$ cat src/rtl/fifo_byte_unpacker.sv
// fifo_byte_unpacker: pops 32-bit words from the sample FIFO and streams an
// optional header byte plus the low BYTES_OUT bytes (MSB first) on an 8-bit
// valid/ready interface. One word in flight at a time.
module fifo_byte_unpacker #(
  parameter int           DATA_W    = 32,
  parameter int           BYTES_OUT = 2,
  parameter bit           HDR_EN    = 1'b1,
  parameter logic [7:0]   HDR_BYTE  = 8'hA5
) (
  input  logic              clk,
  input  logic              rst,
  input  logic              fifo_empty,
  input  logic [DATA_W-1:0] fifo_dout,
  output logic              fifo_rd_en,
  input  logic              tx_ready,
  output logic              tx_valid,
  output logic [7:0]        tx_data,
  output logic              busy,
  output logic [15:0]       word_cnt
);

  // Byte positions per word, header included when enabled.
  localparam int NB    = BYTES_OUT + (HDR_EN ? 1 : 0);
  localparam int IDX_W = (NB > 1) ? $clog2(NB) : 1;

  typedef enum logic [1:0] {S_IDLE, S_RD, S_LATCH, S_SEND} state_t;

  state_t              r_state, w_state_nxt;
  logic                r_rd_en, w_rd_en_nxt;
  logic                r_tx_valid, w_tx_valid_nxt;
  logic [7:0]          r_tx_data, w_tx_data_nxt;
  logic [15:0]         r_word_cnt, w_word_cnt_nxt;
  logic [DATA_W-1:0]   r_word_q, w_word_q_nxt;
  logic [IDX_W-1:0]    r_idx, w_idx_nxt;
  logic                w_accept;
  logic                w_last;

  // Byte at position p of a word: position 0 is the header when enabled,
  // the remaining positions walk the low BYTES_OUT bytes from the top down.
  function automatic logic [7:0] f_byte(input logic [DATA_W-1:0] w,
                                        input logic [IDX_W-1:0]  p);
    int                k;
    logic [DATA_W-1:0] sh;
    if (HDR_EN && (p == '0)) return HDR_BYTE;
    k  = int'(p) - (HDR_EN ? 1 : 0);
    sh = w >> (8 * (BYTES_OUT - 1 - k));
    return sh[7:0];
  endfunction

  assign w_accept = r_tx_valid && tx_ready;
  assign w_last   = (r_idx == IDX_W'(NB - 1));

  // State and datapath registers; synchronous reset drops any partial word.
  always_ff @(posedge clk) begin
    if (rst) begin
      r_state    <= S_IDLE;
      r_rd_en    <= 1'b0;
      r_tx_valid <= 1'b0;
      r_tx_data  <= 8'h00;
      r_word_cnt <= 16'h0000;
      r_word_q   <= '0;
      r_idx      <= '0;
    end else begin
      r_state    <= w_state_nxt;
      r_rd_en    <= w_rd_en_nxt;
      r_tx_valid <= w_tx_valid_nxt;
      r_tx_data  <= w_tx_data_nxt;
      r_word_cnt <= w_word_cnt_nxt;
      r_word_q   <= w_word_q_nxt;
      r_idx      <= w_idx_nxt;
    end
  end

  // Next-state and next-register values; everything holds unless a state
  // acts on it, which also gives the hold-under-backpressure behaviour.
  always_comb begin
    w_state_nxt    = r_state;
    w_rd_en_nxt    = 1'b0;
    w_tx_valid_nxt = r_tx_valid;
    w_tx_data_nxt  = r_tx_data;
    w_word_cnt_nxt = r_word_cnt;
    w_word_q_nxt   = r_word_q;
    w_idx_nxt      = r_idx;
    case (r_state)
      S_IDLE: begin
        if (!fifo_empty) begin
          w_state_nxt = S_RD;
          w_rd_en_nxt = 1'b1;
        end
      end
      S_RD: begin
        // FIFO read data appears the cycle after the pop.
        w_state_nxt = S_LATCH;
      end
      S_LATCH: begin
        w_word_q_nxt   = fifo_dout;
        w_tx_valid_nxt = 1'b1;
        w_tx_data_nxt  = f_byte(fifo_dout, '0);
        w_idx_nxt      = '0;
        w_state_nxt    = S_SEND;
      end
      S_SEND: begin
        if (w_accept) begin
          if (w_last) begin
            w_word_cnt_nxt = r_word_cnt + 16'd1;
            w_tx_valid_nxt = 1'b0;
            // Chain straight into the next pop when data is waiting.
            if (!fifo_empty) begin
              w_state_nxt = S_RD;
              w_rd_en_nxt = 1'b1;
            end else begin
              w_state_nxt = S_IDLE;
            end
          end else begin
            w_idx_nxt     = r_idx + 1'b1;
            w_tx_data_nxt = f_byte(r_word_q, r_idx + 1'b1);
          end
        end
      end
      default: w_state_nxt = S_IDLE;
    endcase
  end

  assign fifo_rd_en = r_rd_en;
  assign tx_valid   = r_tx_valid;
  assign tx_data    = r_tx_data;
  assign word_cnt   = r_word_cnt;
  assign busy       = (r_state != S_IDLE);

endmodule

$ cat config.mk
export PLATFORM = sky130hd
export DESIGN_NAME = fifo_byte_unpacker
export DESIGN_NICKNAME = d
export VERILOG_FILES = /design/src/rtl/fifo_byte_unpacker.sv
export SDC_FILE = /design/constraint.sdc
export NUM_CORES = 1
export LEC_CHECK = 0
export BUFFER_PORTS_ARGS = -buffer_cell sky130_fd_sc_hd__buf_2
export CORE_MARGIN = 2
export CORE_UTILIZATION = 56
export DETAILED_ROUTE_END_ITERATION = 6
export PLACE_DENSITY = 0.94
export SYNTH_ARGS = -nofsm -noshare
export SYNTH_HDL_FRONTEND = slang
export SYNTH_SLANG_ARGS = --single-unit
$ cat constraint.sdc
create_clock -name clk -period 4.6 [get_ports clk]
set_input_delay 0.46 -clock clk [delete_from_list [all_inputs] [get_ports clk]]
set_output_delay 0.46 -clock clk [all_outputs]
set_load 0.02 [all_outputs]
==> impl_results.md, run 1 <==
- Status: finished clean
- Root buffer cell: clkbuf_8
- Setup CP Type: reg2reg
- Fin Clk Skew: 0.00850 ns
- GRT Total Usage: 0.210
- Drt wl/cell: 13.3 um
- Post-synth top area share: 0.453
- Crit-path max cell delay: 0.81 ns
- CTS resizes: 0
- Area leader, netlist: dfxtp_1
- Initial core utilization: 0.588
- First-pass GRT wire length: 8180 um
- Share of layout cells above drive strength 1: 0.247
- Clock buffer depth: 2
- Post-Synthesis Cell Area: 2380 sq um
- Die width: 69.3 um
- FP Rows: 23
- Routability cong.: 0.756
- Max Clk Rate: 381 MHz
- Total power: 1.25 mW
- Minimum clock period: 2.63 ns
- Async set or reset register ratio after synthesis: 0
- Grt ovf: 0
- Drt drc: 0
- Worst VDD drop: 330 uV
- Area growth syn-to-layout: 16.3%
- Critical Path Source Type: register
- Drt pass-1 iters: 4
- Slowest-stage cell, CP: nor4b_1
- Sequential area share after synthesis: 0.453
- Clock slew at reported path FFs: 0.09 ns
- DRT Wirelength: 4670 um
- Main synth FF type: dfxtp_1
- Crit-path cells: inv_1 > ha_1 > nand4b_1 > nor4b_1 > a22oi_1 > nor2_1
- Distinct cells, synth: 38
- Critical path arrival: 2.86 ns
- Worst-path fanout max: 13
- Crit path required time: 4.84 ns
- Final ANT Viol Nets: 0
- Max-cap viol count: 0
- Largest net degree at the start of global routing: 56
- Hold Fails Final Rpt: 0
- Port Buffers: 54
- Post-CTS setup repair buffer count: 0
- Post-synthesis net count: 293
- Largest cells by area after synthesis: dfxtp_1 (45%), mux2i_1 (10%), nor2_1 (8.0%)
- Min-Delay Path Class: in2reg
- DRT iter0 DRCs: 100
- Vias in the first global route: 1,809
- Unrepaired setup endpoints after global routing: no
- I/O pins: 63
- Worst-Margin Slew: 0.933 ns
- Total CTS buffers: 5
- Cells after Synth: 249
- Total negative setup slack: 0 ns
- Vias per cell: 5.44
- CTS sink count: 54
- Via count: 1,904
- Hpwl dp: 3390 um
- Yosys warns: 0
- Static leakage: 1.15 nW
- Initial antenna violation count: 0
- Core ar.: 4060 sq um
- Ratio of final minimum period to clock period: 0.571
- Nets: 343
- CTS tree: built
- Slew margin rel.: 0.378
- Final setup viols: 0
- Die Height: 69.3 um
- Slew Limit Fails: 0
- Layout fillers: 311
- Number of synthesized flops with an enable pin: 0
- Synthesized area per cell: 9.58 sq um
- Worst-skew pair later-pin latency: 0.31 ns
- Worst setup EP type: register
- Htree depth: 2
- Power density cells: 449 nW/um^2
- Number of diodes: 0
- Seq cells post-synth: 54
- Die ar.: 4800 sq um
- Hold_buf cts: 0
- Commonest cells after routing, fill and taps aside: dfxtp_1 (54), buf_2 (54), nor2_1 (51), mux2i_1 (25), a21oi_1 (13)
cell families (layout without fill, tap and decap cells):
kind of cell | count (synthesis) | in the layout | synth area share
flops | 54 | 54 | 0.453
simple gates | 88 | 88 | 0.186
mux | 29 | 29 | 0.143
buf+inv | 23 | 74 | 0.0430
fa+ha+maj | 8 | 8 | 0.0420
xor+xnor | 10 | 10 | 0.0367
compound gates | 37 | 37 | 0.0965
through the flow:
stage                     setup WS, ns  instance area, sq um  utilization  hold slack, ns  std cells
final                             1.97                  2770        0.683           0.352        350
after CTS                         1.96                  2770        0.683           0.351        350
after global routing              1.53                  2770        0.683           0.351        350
after detailed placement          1.97                  2660        0.656           0.477        342
after floorplan                   2.49                  2380            -           0.452        249
after global placement            2.16                  2660        0.656           0.464        342
worst max-delay path, delay by kind of cell (launching register included):
kind	cells	cell delay (ns)
adder cells (fa/ha/maj)	1	0.28
flip-flops	1	0.63
AND/OR/NAND/NOR	3	1.35
AO/OA/AOI/OAI	1	0.16
buffers and inverters	1	0.13
layout make-up:
type	instances	area (sq um)	area share
repair buffers	55	278	0.100
inverters	11	41.3	0.0149
flip-flops and latches	54	1080	0.390
well taps	50	62.6	0.0226
clock buffers	5	68.8	0.0248
multi-input cells	172	1200	0.433
clock inverters	3	40.0	0.0144
power breakdown:
group / internal [mW] / switching (mW)
logic: 0.156 / 0.193
registers: 0.540 / 0.0447
clock network: 0.160 / 0.151
final timing paths:
kind                from           to  slack [ns]  depth (start not counted)
max             r_idx[0]   tx_data[3]        1.97                          6
min           fifo_empty   fifo_rd_en        0.35                          2
max reg2reg     r_idx[0]   tx_data[3]        1.97                          6
min reg2reg  r_word_q[2]  r_word_q[2]        0.49                          2
cells in the mapped netlist, types with 6 or more instances:
master / number
a21oi_1: 13
o21ai_0: 8
ha_1: 8
clkbuf_1: 6
xnor2_1: 7
inv_1: 11
mux2i_1: 25
nor3_1: 6
nand3_1: 7
dfxtp_1: 54
nor2_1: 51
sequential cells by signal, indices dropped and copies added, names as in the netlist:
register / count
tx_valid: 1
tx_data: 8
r_idx: 2
r_word_q: 24
r_state: 2
word_cnt: 16
fifo_rd_en: 1
routing by layer:
metal | GRT usage | part of all wire | up-vias
met4 | 0.0675 | 0.015 | 0
met5 | 0 | 0 | -
met1 | 0.252 | 0.44 | 876
li1 | - | - | 970
met3 | 0.0538 | 0.054 | 6
met2 | 0.369 | 0.49 | 52
No activity file was read; power rests on OpenSTA's default activity.
==> run 2: changes to the inputs <==
--- a/config.mk
+++ b/config.mk
@@ -7,9 +7,9 @@
 export LEC_CHECK = 0
 export BUFFER_PORTS_ARGS = -buffer_cell sky130_fd_sc_hd__buf_2
 export CORE_MARGIN = 2
-export CORE_UTILIZATION = 56
+export CORE_UTILIZATION = 52
 export DETAILED_ROUTE_END_ITERATION = 6
-export PLACE_DENSITY = 0.94
+export PLACE_DENSITY = 0.89
 export SYNTH_ARGS = -nofsm -noshare
 export SYNTH_HDL_FRONTEND = slang
 export SYNTH_SLANG_ARGS = --single-unit
==> constraint.sdc (replaced) <==
create_clock -name clk -period 2.7 [get_ports clk]
set_input_delay 0.27 -clock clk [delete_from_list [all_inputs] [get_ports clk]]
set_output_delay 0.27 -clock clk [all_outputs]
set_load 0.02 [all_outputs]
==> run 2 against run 1 <==
Effect of this change: cell count rose by 1.1%; largest cell class unchanged; register-to-register slack got worse by 1.4 ns; global-route usage fell by 1.2 points; die area rose by 7.2%; clock skew fell by 0.0040 ns; critical path depth rose by 1; worst hold slack got worse by 0.17 ns.
==> impl_results.md, run 2 (synthesis results as in run 1) <==
- Setup CP Type: reg2reg
- CP top delay family: simple AND/OR/NAND/NOR gates
- Max Clk Rate: 461 MHz (+21%)
- Htree depth: 2 (unchanged)
- Clock buffer depth: 2 (unchanged)
- Worst R2R End: tx_data[6]
- CTS tree: built
- CTS sink count: 54 (unchanged)
- Ratio of final minimum period to clock period: 0.803 (+0.232)
- Layout fillers: 390 (+25%)
- Nets: 345 (+0.58%)
- Grt ovf: 0 (unchanged)
- Max-cap viol count: 0 (unchanged)
- First-pass GRT wire length: 8160 um (-0.26%)
- Status: finished clean
- Crit-path max cell delay: 0.60 ns (-0.21 ns)
- Largest net degree at the start of global routing: 29 (-48%)
- Static leakage: 1.15 nW (+0.42%)
- Hold Fails Final Rpt: 0 (unchanged)
- Critical path arrival: 2.40 ns (-0.46 ns)
- Worst r2r src: r_idx[0]
- Finished Cell Area: 2790 sq um (+0.54%)
- I/O pins: 63 (unchanged)
- Crit path required time: 2.94 ns (-1.90 ns)
- Slew margin rel.: 0.675 (+0.297)
- Minimum clock period: 2.17 ns (-0.457 ns)
- Slowest-stage cell, CP: dfxtp_1
- FF-to-FF path depth: 7 (+1)
- CTS resizes: 0 (unchanged)
- Slew Limit Fails: 0 (unchanged)
- Worst setup EP type: register
- Routability cong.: 0.757 (+0.16%)
- Power density cells: 762 nW/um^2 (+70%)
- Worst VDD drop: 529 uV (+60%)
- Total negative setup slack: 0 ns (unchanged)
- Total power: 2.12 mW (+71%)
- DRT Wirelength: 4710 um (+0.96%)
- Hold path depth: 2 (unchanged)
- Worst-skew pair later-pin latency: 0.30 ns (about the same)
- Critical Path Source Type: register
- Number of diodes: 0 (unchanged)
- Area growth syn-to-layout: 16.9%
- Share of layout cells above drive strength 1: 0.245 (-0.00163)
- DRT iter0 DRCs: 81 (-19%)
- Clock slew at reported path FFs: 0.09 ns (about the same)
- Number of flip-flops in the largest register: 24 (unchanged)
- Die width: 71.7 um (+3.6%)
- Initial core utilization: 0.544 (-0.0438)
- Hold_buf cts: 0 (unchanged)
- Root buffer cell: clkbuf_8
- Hpwl dp: 3510 um (+3.5%)
- Vias in the first global route: 1,816 (+0.39%)
- Placed Instance Area: 2680 sq um (+0.66%)
- Core ar.: 4380 sq um (+8.0%)
- Min-Delay Path Class: in2reg
- Drt wl/cell: 13.3 um (-0.18%)
- Post-CTS setup repair buffer count: 0 (unchanged)
- GRT Total Usage: 0.198 (-0.0122)
- R2R Setup Slk: 0.53 ns (-1.44 ns)
- FP Rows: 24 (+4.3%)
- Initial antenna violation count: 0 (unchanged)
- Drt drc: 0 (unchanged)
- Drt pass-1 iters: 4 (unchanged)
- Via count: 1,922 (+0.95%)
- Commonest cells after routing, fill and taps aside: dfxtp_1 (54), buf_2 (54), nor2_1 (51), mux2i_1 (25), a21oi_1 (13)
- Biggest register: r_word_q
- Die ar.: 5140 sq um (+7.2%)
- Worst-Margin Slew: 0.487 ns (-0.445 ns)
- Crit-path cells: inv_1 > ha_1 > nand4b_1 > nor4b_1 > buf_4 > a22oi_1 > nor2_1
- Worst-path fanout max: 13 (unchanged)
- Final setup viols: 0 (unchanged)
- Fin Clk Skew: 0.00448 ns (-0.00402 ns)
- Unrepaired setup endpoints after global routing: no
- Vias per cell: 5.43 (-0.20%)
- Die Height: 71.7 um (+3.6%)
- Min-delay src: fifo_empty
- Port Buffers: 54 (unchanged)
- Worst Hold Path EP: fifo_rd_en
- Final ANT Viol Nets: 0 (unchanged)
- Total CTS buffers: 5 (unchanged)
- Crit path buffers/inverters: 2 (+1)
## run 2: cell types whose count changed in the layout (fill, tap and decap cells not counted)
cell	change
buf_4	+2
clkbuf_1	+2
clkinv_2	-2
## run 2: routing by layer
layer  part of all wire  vias to the layer above  global-route usage
met4             0.0066                        0              0.0545
met3              0.048                        4              0.0464
met2               0.50                       50               0.352
li1                   -                      978                   -
met1               0.44                      890               0.240
met5                  0                        -                   0
## run 2: stage by stage
| stage | cells | hold slack, ns | setup WS, ns | util |
|---|---|---|---|---|
| 2_1_floorplan | 249 | 0.360 | 0.594 | - |
| 3_3_place_gp | 346 | 0.467 | 0.597 | 0.612 |
| 3_5_place_dp | 346 | 0.480 | 0.508 | 0.612 |
| 4_1_cts | 354 | 0.175 | 0.483 | 0.636 |
| 5_1_grt | 354 | 0.178 | 0.285 | 0.636 |
| 6_report | 354 | 0.184 | 0.531 | 0.636 |
## run 2: final cells by class
cell class	count	area, sq um	share of cell area
clock inverter	1	30.0	0.0108
sequential	54	1080	0.388
clock buffer	7	76.3	0.0274
timing repair buffer	57	293	0.105
multi-input combinational	172	1200	0.431
tap	52	65.1	0.0233
inverter	11	41.3	0.0148
## run 2: where the power goes
part / switching, mW / internal, mW
registers: 0.0746 / 0.920
logic: 0.338 / 0.270
clock network: 0.244 / 0.278
## run 2: worst max path at each step
stage,endpoint,start,cells after the start,slack (ns)
final,tx_data[6],r_idx[0],7,0.53
after global routing,tx_data[2],r_idx[0],6,0.29
after CTS,tx_data[6],r_idx[0],7,0.48
after detailed placement,tx_data[4],r_idx[0],7,0.51
after global placement,word_cnt[14],r_state[1],5,0.60
after floorplan,tx_data[1],r_idx[0],7,0.59
